==> config.mk <==
export PLATFORM = sky130hd
export DESIGN_NAME = demux4_dispatcher
export DESIGN_NICKNAME = d
export VERILOG_FILES = /design/src/rtl/demux4_dispatcher.sv
export SDC_FILE = /design/constraint.sdc
export NUM_CORES = 1
export LEC_CHECK = 0
export CAP_MARGIN = 20
export CORE_MARGIN = 2
export CORE_UTILIZATION = 44
export DETAILED_ROUTE_END_ITERATION = 7
export GPL_TIMING_DRIVEN = 0
export PLACE_DENSITY_LB_ADDON = 0.3
export REMOVE_ABC_BUFFERS = 1
export SLEW_MARGIN = 5
export SYNTH_ARGS = -nofsm -noshare
export SYNTH_HDL_FRONTEND = slang
export SYNTH_SLANG_ARGS = --single-unit
==> constraint.sdc <==
create_clock -name clk -period 1.9 [get_ports clk]
set_input_delay 0.38 -clock clk [delete_from_list [all_inputs] [get_ports clk]]
set_output_delay 0.38 -clock clk [all_outputs]
set_load 0.02 [all_outputs]
==> src/rtl/demux4_dispatcher.sv <==
// Handshake-to-demux sequencer: latches upstream bytes onto the demux data bus
// and steers them to one of four channels by round-robin or a fixed select.
module demux4_dispatcher #(
  parameter int CNT_W = 16
) (
  input  logic             clk,
  input  logic             rst,
  input  logic             in_valid,
  input  logic [7:0]       in_data,
  output logic             in_ready,
  input  logic             mode,
  input  logic [1:0]       cfg_sel,
  input  logic [3:0]       chan_en,
  input  logic [3:0]       out_ready,
  output logic [7:0]       A,
  output logic [1:0]       S,
  output logic [3:0]       out_valid,
  output logic [CNT_W-1:0] tx_count
);

  typedef enum logic {IDLE, SEND} state_e;

  state_e           state_q, state_d;
  logic [1:0]       last_q, last_d;
  logic [7:0]       a_q, a_d;
  logic [1:0]       s_q, s_d;
  logic [3:0]       out_valid_q, out_valid_d;
  logic [CNT_W-1:0] tx_count_q, tx_count_d;

  logic [1:0] rr_sel, rr_idx, sel;
  logic       rr_found, can_pick, done, accept;

  // Round-robin scan starts one past the last grant and wraps through all four.
  always_comb begin
    // NOTE: every always_comb output gets a default first so no latch is inferred.
    rr_sel   = last_q;
    rr_idx   = '0;
    rr_found = 1'b0;
    for (int i = 1; i <= 4; i++) begin
      rr_idx = last_q + 2'(i);
      if (!rr_found && chan_en[rr_idx]) begin
        rr_sel   = rr_idx;
        rr_found = 1'b1;
      end
    end
  end

  assign sel      = mode ? cfg_sel : rr_sel;
  assign can_pick = mode | (|chan_en);
  assign done     = (state_q == SEND) && out_ready[s_q];
  // Combinational through out_ready so a completing byte can be replaced the same edge.
  assign in_ready = can_pick && ((state_q == IDLE) || done);
  assign accept   = in_valid && in_ready;

  always_comb begin
    state_d     = state_q;
    last_d      = last_q;
    a_d         = a_q;
    s_d         = s_q;
    out_valid_d = out_valid_q;
    tx_count_d  = tx_count_q;
    if (accept) begin
      a_d         = in_data;
      s_d         = sel;
      state_d     = SEND;
      out_valid_d = 4'b0001 << sel;
      if (!mode) last_d = sel;
    end else if (done) begin
      state_d     = IDLE;
      out_valid_d = 4'b0000;
    end
    if (done) tx_count_d = tx_count_q + CNT_W'(1);
  end

  always_ff @(posedge clk) begin
    // NOTE: sequential state uses non-blocking assignments only, so all flops update together.
    if (rst) begin
      state_q     <= IDLE;
      last_q      <= 2'd3;
      a_q         <= '0;
      s_q         <= '0;
      out_valid_q <= '0;
      tx_count_q  <= '0;
    end else begin
      state_q     <= state_d;
      last_q      <= last_d;
      a_q         <= a_d;
      s_q         <= s_d;
      out_valid_q <= out_valid_d;
      tx_count_q  <= tx_count_d;
    end
  end

  assign A         = a_q;
  assign S         = s_q;
  assign out_valid = out_valid_q;
  assign tx_count  = tx_count_q;

endmodule

# Word level (Yosys, flattened, before mapping)
# Index checks and enable logic that the tools add are counted.
# word_totals
out_inout_bits	31
wordCells	54
ff_bits	33
# classes
muxes	22
addsub	4
magnitude_cmp	5
bitwise_logic	3
n_reduce_logical	13
shift	1
# ops
cell	count
16-bit by 1-bit adder with 16-bit output, second input constant	1
2-bit by 3-bit < comparator with 1-bit output, second input constant	5
1-bit binary-select mux with 2-bit select	5
1-bit 2-to-1 mux	10
2-bit 2-to-1 mux	5
4-bit 2-to-1 mux	2
1-bit logical AND	6
2-bit adder, second input constant	2
4-bit OR reduction	1
1-bit by 2-bit left shift with 4-bit output, first input constant	1
1-bit zero test	3
2-bit by 1-bit adder with 2-bit output, second input constant	1
1-bit NOT	2
2-bit AND reduction	1
2-bit nonzero test	1
1-bit logical OR	1
1-bit bitwise OR	1

# Depth between registers and ports, before layout
# Gate-level depths: netlist (run 1).
# depth
ltp_word	16
ltp_mapped	6
depth_no_buf	5

# Least setup slack after synthesis (run 1)
# No wires, ideal clock.
# synth_timing
path_type	register to register
start	reg s_q[0], in the netlist S[0]
end	reg tx_count_q[6], in the netlist tx_count[6]
required_ns	1.772
period_less_slack_ns	1.816
stages_incl_launch_ff	7
arrival_ns	1.688
setup_ns	0.128
n_path_buf	1
setup_slack_ns	0.084
path_cell_list	dfxtp_1 -> mux4_2 -> and4_4 -> buf_6 -> nand4_1 -> xor2_1 -> nor2_1
# synth_via
elab_chain_cells	3
# synth_rtl
element	line_no	rtl
start, declared	26	logic [1:0] s_q, s_d;
start signal, assigned	81	s_q <= '0;
start signal, assigned	88	s_q <= s_d;
1-bit binary-select mux with 2-bit select	50	assign done = (state_q == SEND) && out_ready[s_q];
1-bit 2-to-1 mux (implied by the code)	50	
1-bit logical AND	50	
end signal, assigned	90	tx_count_q <= tx_count_d;
end, declared	28	logic [CNT_W-1:0] tx_count_q, tx_count_d;
# No other way between the ends. The select of a mux whose other input is x is not followed.
# A chain may end at the register's enable or synchronous reset.

# Final worst setup path (run 1)
# layout_timing
start	reg s_q[0], in the netlist S[0]
end	out in_ready
# layout_via
elab_chain_cells	5
# layout_rtl
element	line_no	rtl
1-bit binary-select mux with 2-bit select	50	
1-bit 2-to-1 mux (implied by the code)	50	
1-bit logical AND	50	
1-bit logical OR	52	assign in_ready = can_pick && ((state_q == IDLE) || done);
1-bit logical AND	52	
end, declared	10	output logic in_ready,
# No other way between the ends. The select of a mux whose other input is x is not followed.

==> results of run 1 <==
-- report_power, final --
part | internal [mW] | switching [mW]
clock network | 0.147 | 0.218
logic | 0.133 | 0.135
registers | 0.720 | 0.0224
total | 1.00 | 0.375
-- cell type report --
class / instances / area share
inverter: 4 / 0.006944
multi-input combinational: 127 / 0.3657
clock buffer: 8 / 0.02257
sequential: 33 / 0.3061
tap: 46 / 0.02662
timing repair buffer: 58 / 0.2720
-- synthesized netlist by cell type (all sizes together) --
| master | instances | share of area |
|---|---|---|
| dfxtp | 33 | 0.44 |
| nand3 | 8 | 0.026 |
| nor3 | 5 | 0.017 |
| xnor2 | 2 | 0.012 |
| o31ai | 4 | 0.020 |
| and4 | 2 | 0.013 |
| nor3b | 2 | 0.013 |
| a21oi | 15 | 0.050 |
| a211oi | 2 | 0.0099 |
| o41ai | 1 | 0.0058 |
| or2 | 1 | 0.0041 |
| ha | 1 | 0.0083 |
| buf | 4 | 0.027 |
| nand4b | 4 | 0.023 |
| nor4 | 1 | 0.0041 |
| o221ai | 1 | 0.017 |
| nand2 | 27 | 0.067 |
| or4 | 1 | 0.0074 |
| xor2 | 13 | 0.075 |
| mux4 | 1 | 0.015 |
| and3 | 3 | 0.012 |
| nor2 | 21 | 0.054 |
| clkbuf | 5 | 0.012 |
| o21ai | 2 | 0.0066 |
| nand4 | 4 | 0.021 |
| inv | 4 | 0.0099 |
| and3b | 1 | 0.0058 |
| mux2 | 1 | 0.0074 |
| mux2i | 1 | 0.0066 |
| nand2b | 3 | 0.012 |
-- worst max-delay path by stage --
stage | to | slack [ns] | start
3_3_place_gp | in_ready | -0.69 | chan_en[1]
2_1_floorplan | last_q[0]$_SDFFE_PP1P_ | 0.03 | S[0]$_SDFFE_PP0P_
3_5_place_dp | in_ready | -0.69 | chan_en[1]
4_1_cts | in_ready | -0.14 | out_ready[3]
6_report | in_ready | -0.1 | S[0]$_SDFFE_PP0P_
5_1_grt | in_ready | -0.16 | S[0]$_SDFFE_PP0P_
-- sequential cells by signal (all words and copies together), names as in the netlist --
name and cells:
out_valid 4, last_q 2, state_q 1, tx_count 16, S 2, A 8
-- through the flow --
step / util / hold WS (ns) / setup TNS (ns) / power [mW]
CTS: 0.6455 / 0.4605 / -0.1478 / 1.393
detailed placement: 0.6179 / 0.4477 / -9.705 / 1.013
finish: 0.6531 / 0.4577 / -0.09930 / 1.376
global placement: 0.6134 / 0.4414 / -9.860 / 1.005
global route: 0.6531 / 0.4941 / -0.6063 / 1.447
floorplan: - / 0.4491 / 0 / 0.8764
-- worst reg2reg max path: stages, from the launching register on --
cell,delay (ns)
dfxtp_2,0.35
mux4_2,0.39
nor2_4,0.06
nor3b_2,0.55
nand2_1,0.16
o31ai_1,0.23
-- logic make-up after synthesis --
| family | synth area share |
|---|---|
| adders and majority gates | 0.008270 |
| buffers and inverters | 0.04963 |
| DFF | 0.4367 |
| muxes | 0.02895 |
| xor gates and xnor gates | 0.08685 |
| AOI/OAI and AO/OA | 0.1092 |
| and+or+nand+nor | 0.2804 |
-- what timing repair did --
item	CTS	global route
setup buffers	5	0
pin swaps	2	2
resized for setup	11	10
setup endpoints to repair	9	19
-- per-layer routing --
layer / vias to the layer above / GRT usage / wire length, um
met2: 41 / 0.3172 / 1578
met1: 624 / 0.2173 / 1512
met5: - / 0 / 0
met4: 0 / 0.05833 / 35
li1: 716 / - / -
met3: 7 / 0.07207 / 212
==> run metrics, run 1 <==
antenna cells=0; post-DR vias/cell=5.029; total clock sinks=33; worst hold endpoint=A[0]$_SDFFE_PP0P_; vias in the first global route=1,359; Reg-to-Reg End=out_valid[2]$_SDFFE_PP0P_; FF+latch count, synth=33; Max Cap Viol=0; CP Depth=4; sequential-to-total area share from yosys stat=0.4367; FF+latch area=661.9 um2; run status=finished with violations; Pins Over Slew Limit=0; hold path depth=2; largest net degree at the start of global routing=22; LEAKAGE=0.8761 nW; fin crit period=about 2.0 ns; row cnt=21; worst-margin pin slew=0.6977 ns; Die Area=3923 um2; area of the multi-input gates=790.8 um2; CP max-delay cell=mux4_2; Buf/Inv on CP=1; CTS clk-pin slew, worst paths=approximately 0.090 ns; IO Port Bufs=52; dpl cells=263; pre-CTS setup slack=-0.6935 ns; count of cell types in the netlist=35; initial drt markers=31; CP cell instances=mux4_2 -> nor2_4 -> nor2_1 -> buf_4; final wirelength=3.338 mm; Core Region=roughly 3300 um2; fmax=500.2 MHz; Clock Tree Buf Depth=2; TritonCTS clock tree=built; most common cell after layout, fill and taps aside=clkdlybuf4s50_1; Initial Util=0.4569; synthesis-to-layout area growth=42.93%; RSZ-0062 raised after global routing=true; Pwr Density=between 600 and 700 nW/um2; nets@finish=252; Setup crit start kind=register; Final Instance Area=between 2000 and 2500 um2; R2R setup slack=0.08 ns; worst min path class=reg2reg; Mapped Area=about 1500 um2; Clock Skew=0.003687 ns; synthesized instance count=173; Clk Latency, worst-skew pair=0.33 ns; final setup violating endpoints=1; CTS buffer count=5; CP Data Required Time=1.52 ns; TritonRoute pass-1 iters=4; Total GRT Usage=0.1870; Hold Violations, Final=0; worst reg2reg path depth=5; # H-tree levels=2; Critical Path AT=1.62 ns; ANT nets after route=0; synth warn=0; FF-to-FF Start=S[0]$_SDFFE_PP0P_; Layout fillers=292; total congestion overflow=0; routed len/inst=between 10 and 15 um; layout cells sized above 1=0.1000; leading cell types in the layout, fill and taps excluded=clkdlybuf4s50_1, dfxtp_1, nand2_1, nor2_1, a21oi_1; drt drc=0; Die Width=62.64 um; Crit path max-delay family=multiplexers; first-pass GRT wire length=5.899 mm; Area after DPL=2046 um2; Setup CP Type=reg2out; Clock Tree Root=clkbuf_4; Vias=1,388; Final Cycle Share=1.052; Layout Cells excl Fill=between 200 and 300; Die H=62.64 um; Syn Area/Cell=8.744 um2; relative slew slack=0.5334; initial antenna violation count=0; failing checks=setup timing; Hold Startpoint=A[0]$_SDFFE_PP0P_; CP Max Fanout=3; Final Wtd Congestion=0.8184; hold_buf cts=0; CP Capture Type=output port; VDD IR max=0.3882 mV; Max stage delay on crit path=0.56 ns; final worst slack=-0.09930 ns; dpl hpwl=roughly 2.4 mm; I/O pin count=53
No activity file was read; power rests on OpenSTA's default activity.
==> inputs of run 2 (changes only) <==
--- a/config.mk
+++ b/config.mk
@@ -5,7 +5,9 @@
 export SDC_FILE = /design/constraint.sdc
 export NUM_CORES = 1
 export LEC_CHECK = 0
+export ABC_CLOCK_PERIOD_IN_PS = 1900
 export CAP_MARGIN = 20
+export CORE_ASPECT_RATIO = 0.5
 export CORE_MARGIN = 2
 export CORE_UTILIZATION = 44
 export DETAILED_ROUTE_END_ITERATION = 7
==> run 2 against run 1 <==
Against the previous run: the flow still finishes with violations (setup timing); wire length up 8.1%; combinational power up 7.9%; design area up 2.3%; clock skew up 0.0052 ns; sequential share of layout area down 0.58 points; cell count down 1.8%; core utilization up 5.2 points; clock power up 34%; die area up 0.72%; flip-flop and latch count unchanged; maximum frequency up 5.1%.
==> run metrics, run 2 (same netlist as run 1, synthesis figures left out) <==
CP Data Required Time=1.52 ns; layout cells sized above 1=0.1299; leading cell types in the layout, fill and taps excluded=clkdlybuf4s50_1, dfxtp_1, nand2_1, nor2_1, a21oi_1; Clock Tree Root=clkbuf_8; antenna cells=0; RSZ-0062 raised after global routing=true; Setup CP Type=reg2out; worst min path class=reg2reg; I/O pin count=53; Crit path max-delay family=multiplexers; hold path depth=2; area of the multi-input gates=803.3 um2; row cnt=14; CP Max Fanout=3; Pwr Density=a little under 700 nW/um2; Critical Path AT=1.52 ns; Total GRT Usage=0.1920; final worst slack=-0.001508 ns; Vias=1,454; routed len/inst=13.32 um; Initial Util=0.4824; post-DR vias/cell=5.365; CP Capture Type=output port; relative slew slack=0.5477; final setup violating endpoints=1; R2R setup slack=0.05 ns; Layout Cells excl Fill=271; Clock Skew=0.008890 ns; FF+latch area=664.4 um2; Area after DPL=2051 um2; worst hold endpoint=A[6]$_SDFFE_PP0P_; largest net degree at the start of global routing=25; Final Wtd Congestion=0.7383; CP max-delay cell=mux4_2; Clock Tree Buf Depth=2; Hold Violations, Final=0; fmax=525.9 MHz; CTS clk-pin slew, worst paths=roughly 0.06 ns; Post-Route Setup TNS=-0.001508 ns; FF-to-FF Start=S[0]$_SDFFE_PP0P_; Setup crit start kind=register; Final Instance Area=2212 um2; # H-tree levels=2; max reg flops=16; CP cell instances=mux4_2 -> nor2_4 -> nor2_2 -> buf_6; drt drc=0; fin crit period=1.902 ns; Max Cap Viol=0; Buf/Inv on CP=1; first-pass GRT wire length=~5.7 mm; final wirelength=about 3.6 mm; vias in the first global route=1,257; Reg-to-Reg End=last_q[1]$_SDFFE_PP1P_; Hold Startpoint=A[6]$_SDFFE_PP0P_; Die Width=86.92 um; initial antenna violation count=0; synthesis-to-layout area growth=46.24%; most common cell after layout, fill and taps aside=clkdlybuf4s50_1; Finished Core Util=0.7055; CTS buffer count=5; worst-margin pin slew=0.6763 ns; initial drt markers=66; nets@finish=255; Layout fillers=242; worst reg2reg path depth=6; TritonCTS clock tree=built; Final Cycle Share=1.001; LEAKAGE=between 0.8 and 0.9 nW; ANT nets after route=0; hold_buf cts=0; total clock sinks=33; TritonRoute pass-1 iters=4; total congestion overflow=0; IO Port Bufs=52; VDD IR max=0.3142 mV; Clk Latency, worst-skew pair=0.28 ns; Die H=~45 um; run status=finished with violations; dpl hpwl=roughly 2.5 mm; Max stage delay on crit path=roughly 0.55 ns; failing checks=setup timing; Die Area=3951 um2; dpl cells=257; Pins Over Slew Limit=0; Tot Pwr=1.522 mW; Core Region=3136 um2
-- run 2: changes by cell type in the layout (fill, tap and decap cells not counted), sizes merged --
cell / delta
clkinv: +1
clkdlybuf4s15: +1
clkbuf: -1
dlygate4sd2: +2
buf: +3
clkdlybuf4s50: +2
dlymetal6s2s: -7
-- run 2: stage by stage --
| stage | setup slack, ns | hold slack [ns] |
|---|---|---|
| after floorplan | 0.03468 | 0.4491 |
| after global placement | -0.6646 | 0.4413 |
| after detailed placement | -0.6980 | 0.4492 |
| after CTS | -0.07643 | 0.4579 |
| after global routing | -0.03675 | 0.4799 |
| final | -0.001508 | 0.4545 |
-- run 2: per-layer routing --
| metal | vias to the layer above | wire length, um | share of wire | global-route usage |
|---|---|---|---|---|
| met5 | - | 0 | 0 | 0 |
| met4 | 0 | 46 | 0.013 | 0.08438 |
| met3 | 6 | 184 | 0.051 | 0.05072 |
| met2 | 46 | 1804 | 0.50 | 0.3359 |
| met1 | 691 | 1574 | 0.44 | 0.2288 |
| li1 | 711 | - | - | - |
-- run 2: repair_timing --
action | CTS | global route
resized for setup | 18 | 9
pin swaps | 4 | 4
buffers inserted | 4 | 4
endpoints found under the setup margin | 17 | 9
cloned | 0 | 0
-- run 2: worst max path at each step --
stage	startpoint	to	depth (start not counted)
5_1_grt	S[0]$_SDFFE_PP0P_	in_ready	4
3_3_place_gp	chan_en[1]	in_ready	5
3_5_place_dp	chan_en[1]	in_ready	5
2_1_floorplan	S[0]$_SDFFE_PP0P_	last_q[0]$_SDFFE_PP1P_	5
6_report	S[0]$_SDFFE_PP0P_	in_ready	4
4_1_cts	S[0]$_SDFFE_PP0P_	in_ready	4
-- run 2: final cells by class --
| cell class | count | share of cell area |
|---|---|---|
| clock buffer | 5 | 0.03111 |
| sequential | 33 | 0.3003 |
| tap | 40 | 0.02262 |
| multi-input combinational | 127 | 0.3631 |
| inverter | 4 | 0.006787 |
| timing repair buffer | 61 | 0.2738 |
| clock inverter | 1 | 0.002262 |
-- run 2: where the power goes --
part / switching [mW] / internal, mW
registers: 0.0225 / 0.720
logic: 0.142 / 0.146
clock network: 0.250 / 0.241
total: 0.414 / 1.11
-- run 2: worst reg2reg max path: cells and delay by family, from the launching register on --
family	cells	cell delay [ns]
and+or+nand+nor	2	0.30
DFF	1	0.36
muxes	1	0.55
AOI/OAI and AO/OA	2	0.33
buffers and inverters	1	0.19
==> inputs of run 3 (changes only) <==
==> constraint.sdc (replaced) <==
create_clock -name clk -period 1.9 [get_ports clk]
set_input_delay 0.57 -clock clk [delete_from_list [all_inputs] [get_ports clk]]
set_output_delay 0.57 -clock clk [all_outputs]
set_load 0.02 [all_outputs]
==> run 3 against run 2 <==
Against the previous run: the run still ends with setup timing left; clock power about the same; power up 1.9%; wire length grew 13%; design area up 4.5%; cell count rose by 3.0%; worst hold slack better by 0.0016 ns; critical path type is now in2out.
==> run metrics, run 3 (same netlist as run 1, synthesis figures left out) <==
run status=finished with violations; failing checks=setup timing; TritonCTS clock tree=built; final wirelength=4.073 mm; layout cells sized above 1=0.1883; FF-to-FF Start=S[0]$_SDFFE_PP0P_; Clk Latency, worst-skew pair=0.29 ns; IO Port Bufs=52; final setup violating endpoints=15; leading cell types in the layout, fill and taps excluded=dfxtp_1, clkdlybuf4s50_1, nand2_1, nor2_1, a21oi_1; largest net degree at the start of global routing=25; Pwr Density=between 600 and 700 nW/um2; Final Wtd Congestion=0.7383; Setup crit start kind=primary input; share of total power in combinational logic=0.205; initial drt markers=52; fmax=476.6 MHz; row cnt=14; vias in the first global route=1,291; FF+latch area=664.4 um2; Max Cap Viol=0; Die Width=86.92 um; Die H=45.46 um; P_sw=0.4238 mW; R2R setup slack=-0.04 ns; initial antenna violation count=0; synthesis-to-layout area growth=52.77%; Layout fillers=approximately 230; VDD IR max=between 0.3 and 0.4 mV; relative slew slack=0.5608; ANT nets after route=0; drt drc=0; Int Pwr=approximately 1.1 mW; Core Region=3136 um2; CTS clk-pin slew, worst paths=around 0.060 ns; CP Capture Type=output port; most common cell after layout, fill and taps aside=dfxtp_1; nets@finish=between 200 and 300; CP Max Fanout=2; total clock sinks=33; routed len/inst=about 15 um; Flop pwr share=0.480; TritonRoute pass-1 iters=4; CP Data Required Time=1.33 ns; Final Cycle Share=1.104; LEAKAGE=1.039 nW; Total GRT Usage=0.1972; Vias=1,494; Clock Skew=0.008655 ns; area of the multi-input gates=805.8 um2; Hold Violations, Final=0; Max stage delay on crit path=0.57 ns; worst-margin pin slew=0.6568 ns; Setup CP Type=in2out; Die Area=3951 um2; Critical Path AT=around 1.5 ns; worst reg2reg path depth=6; WHS=0.4561 ns; Pins Over Slew Limit=0; CTS buffer count=5; clock power share=0.315; post-DR vias/cell=around 5.4; Post-Route Setup TNS=-0.6511 ns; Initial Util=0.4824; RSZ-0062 raised after global routing=true; # H-tree levels=2; Hold Startpoint=A[6]$_SDFFE_PP0P_; CP cell instances=buf_8 -> or4_4 -> nor2_4 -> nor2_2 -> buf_6; Clock Tree Root=clkbuf_8; final worst slack=-0.1983 ns; Reg-to-Reg End=S[0]$_SDFFE_PP0P_; Clock Tree Buf Depth=2; fin crit period=2.098 ns; Switching Fraction=0.2733; hold path depth=2; worst hold endpoint=A[6]$_SDFFE_PP0P_; max reg flops=16; CP max-delay cell=or4_4; I/O pin count=53; total congestion overflow=0; first-pass GRT wire length=about 5.9 mm; dpl hpwl=2.527 mm; hold_buf cts=0; worst min path class=reg2reg; antenna cells=0; Finished Core Util=0.7370
-- run 3: how the worst max path moves through the flow --
| stage | startpoint | endpoint | slack, ns |
|---|---|---|---|
| 6_report | chan_en[2] | in_ready | -0.20 |
| 5_1_grt | chan_en[2] | in_ready | -0.21 |
| 4_1_cts | chan_en[1] | in_ready | -0.21 |
| 3_5_place_dp | chan_en[1] | in_ready | -1.08 |
| 3_3_place_gp | chan_en[1] | in_ready | -1.04 |
| 2_1_floorplan | chan_en[1] | in_ready | -0.06 |
-- run 3: critical path: cells and delay by family --
family	cells	cell delay, ns
buffers and inverters	2	0.22
AND/OR/NAND/NOR	3	0.74
-- run 3: cell type report --
| type | instances | share of cell area |
|---|---|---|
| repair buffers | 69 | 0.3037 |
| clock inverters | 1 | 0.002166 |
| clock buffers | 5 | 0.02978 |
| multi-input cells | 127 | 0.3487 |
| inverters | 4 | 0.006497 |
| flip-flops and latches | 33 | 0.2875 |
| well taps | 40 | 0.02166 |
-- run 3: power by group through the flow --
stage | sequential, mW | clock, mW | combinational [mW]
2_1_floorplan | 0.783 | 0 | 0.0935
4_1_cts | 0.744 | 0.491 | 0.278
6_report | 0.744 | 0.488 | 0.318
3_3_place_gp | 0.757 | 0 | 0.247
3_5_place_dp | 0.758 | 0 | 0.258
5_1_grt | 0.749 | 0.510 | 0.340
-- run 3: what timing repair did --
action	CTS	global route
pin swaps	5	6
resized for setup	48	16
hold endpoints to repair	0	0
buffers inserted	7	8
setup endpoints to repair	36	21
gates cloned	0	1
-- run 3: per-stage QoR --
stage                     worst slack, ns  instances  power, mW  instance area (um2)
final                             -0.1983        279      1.551                 2311
after CTS                         -0.2133        270      1.513                 2177
after global routing              -0.2103        279      1.598                 2311
after global placement             -1.045        256      1.003                 2023
after detailed placement           -1.078        257      1.016                 2051
after floorplan                  -0.06158        164     0.8764                 1453
-- run 3: per-layer routing --
layer  global-route usage  vias up  part of all wire
met5                    0        -                 0
met4              0.09375        0             0.018
met3              0.04891        8             0.036
met2               0.3405       32              0.51
met1               0.2377      720              0.44
li1                     -      734                 -
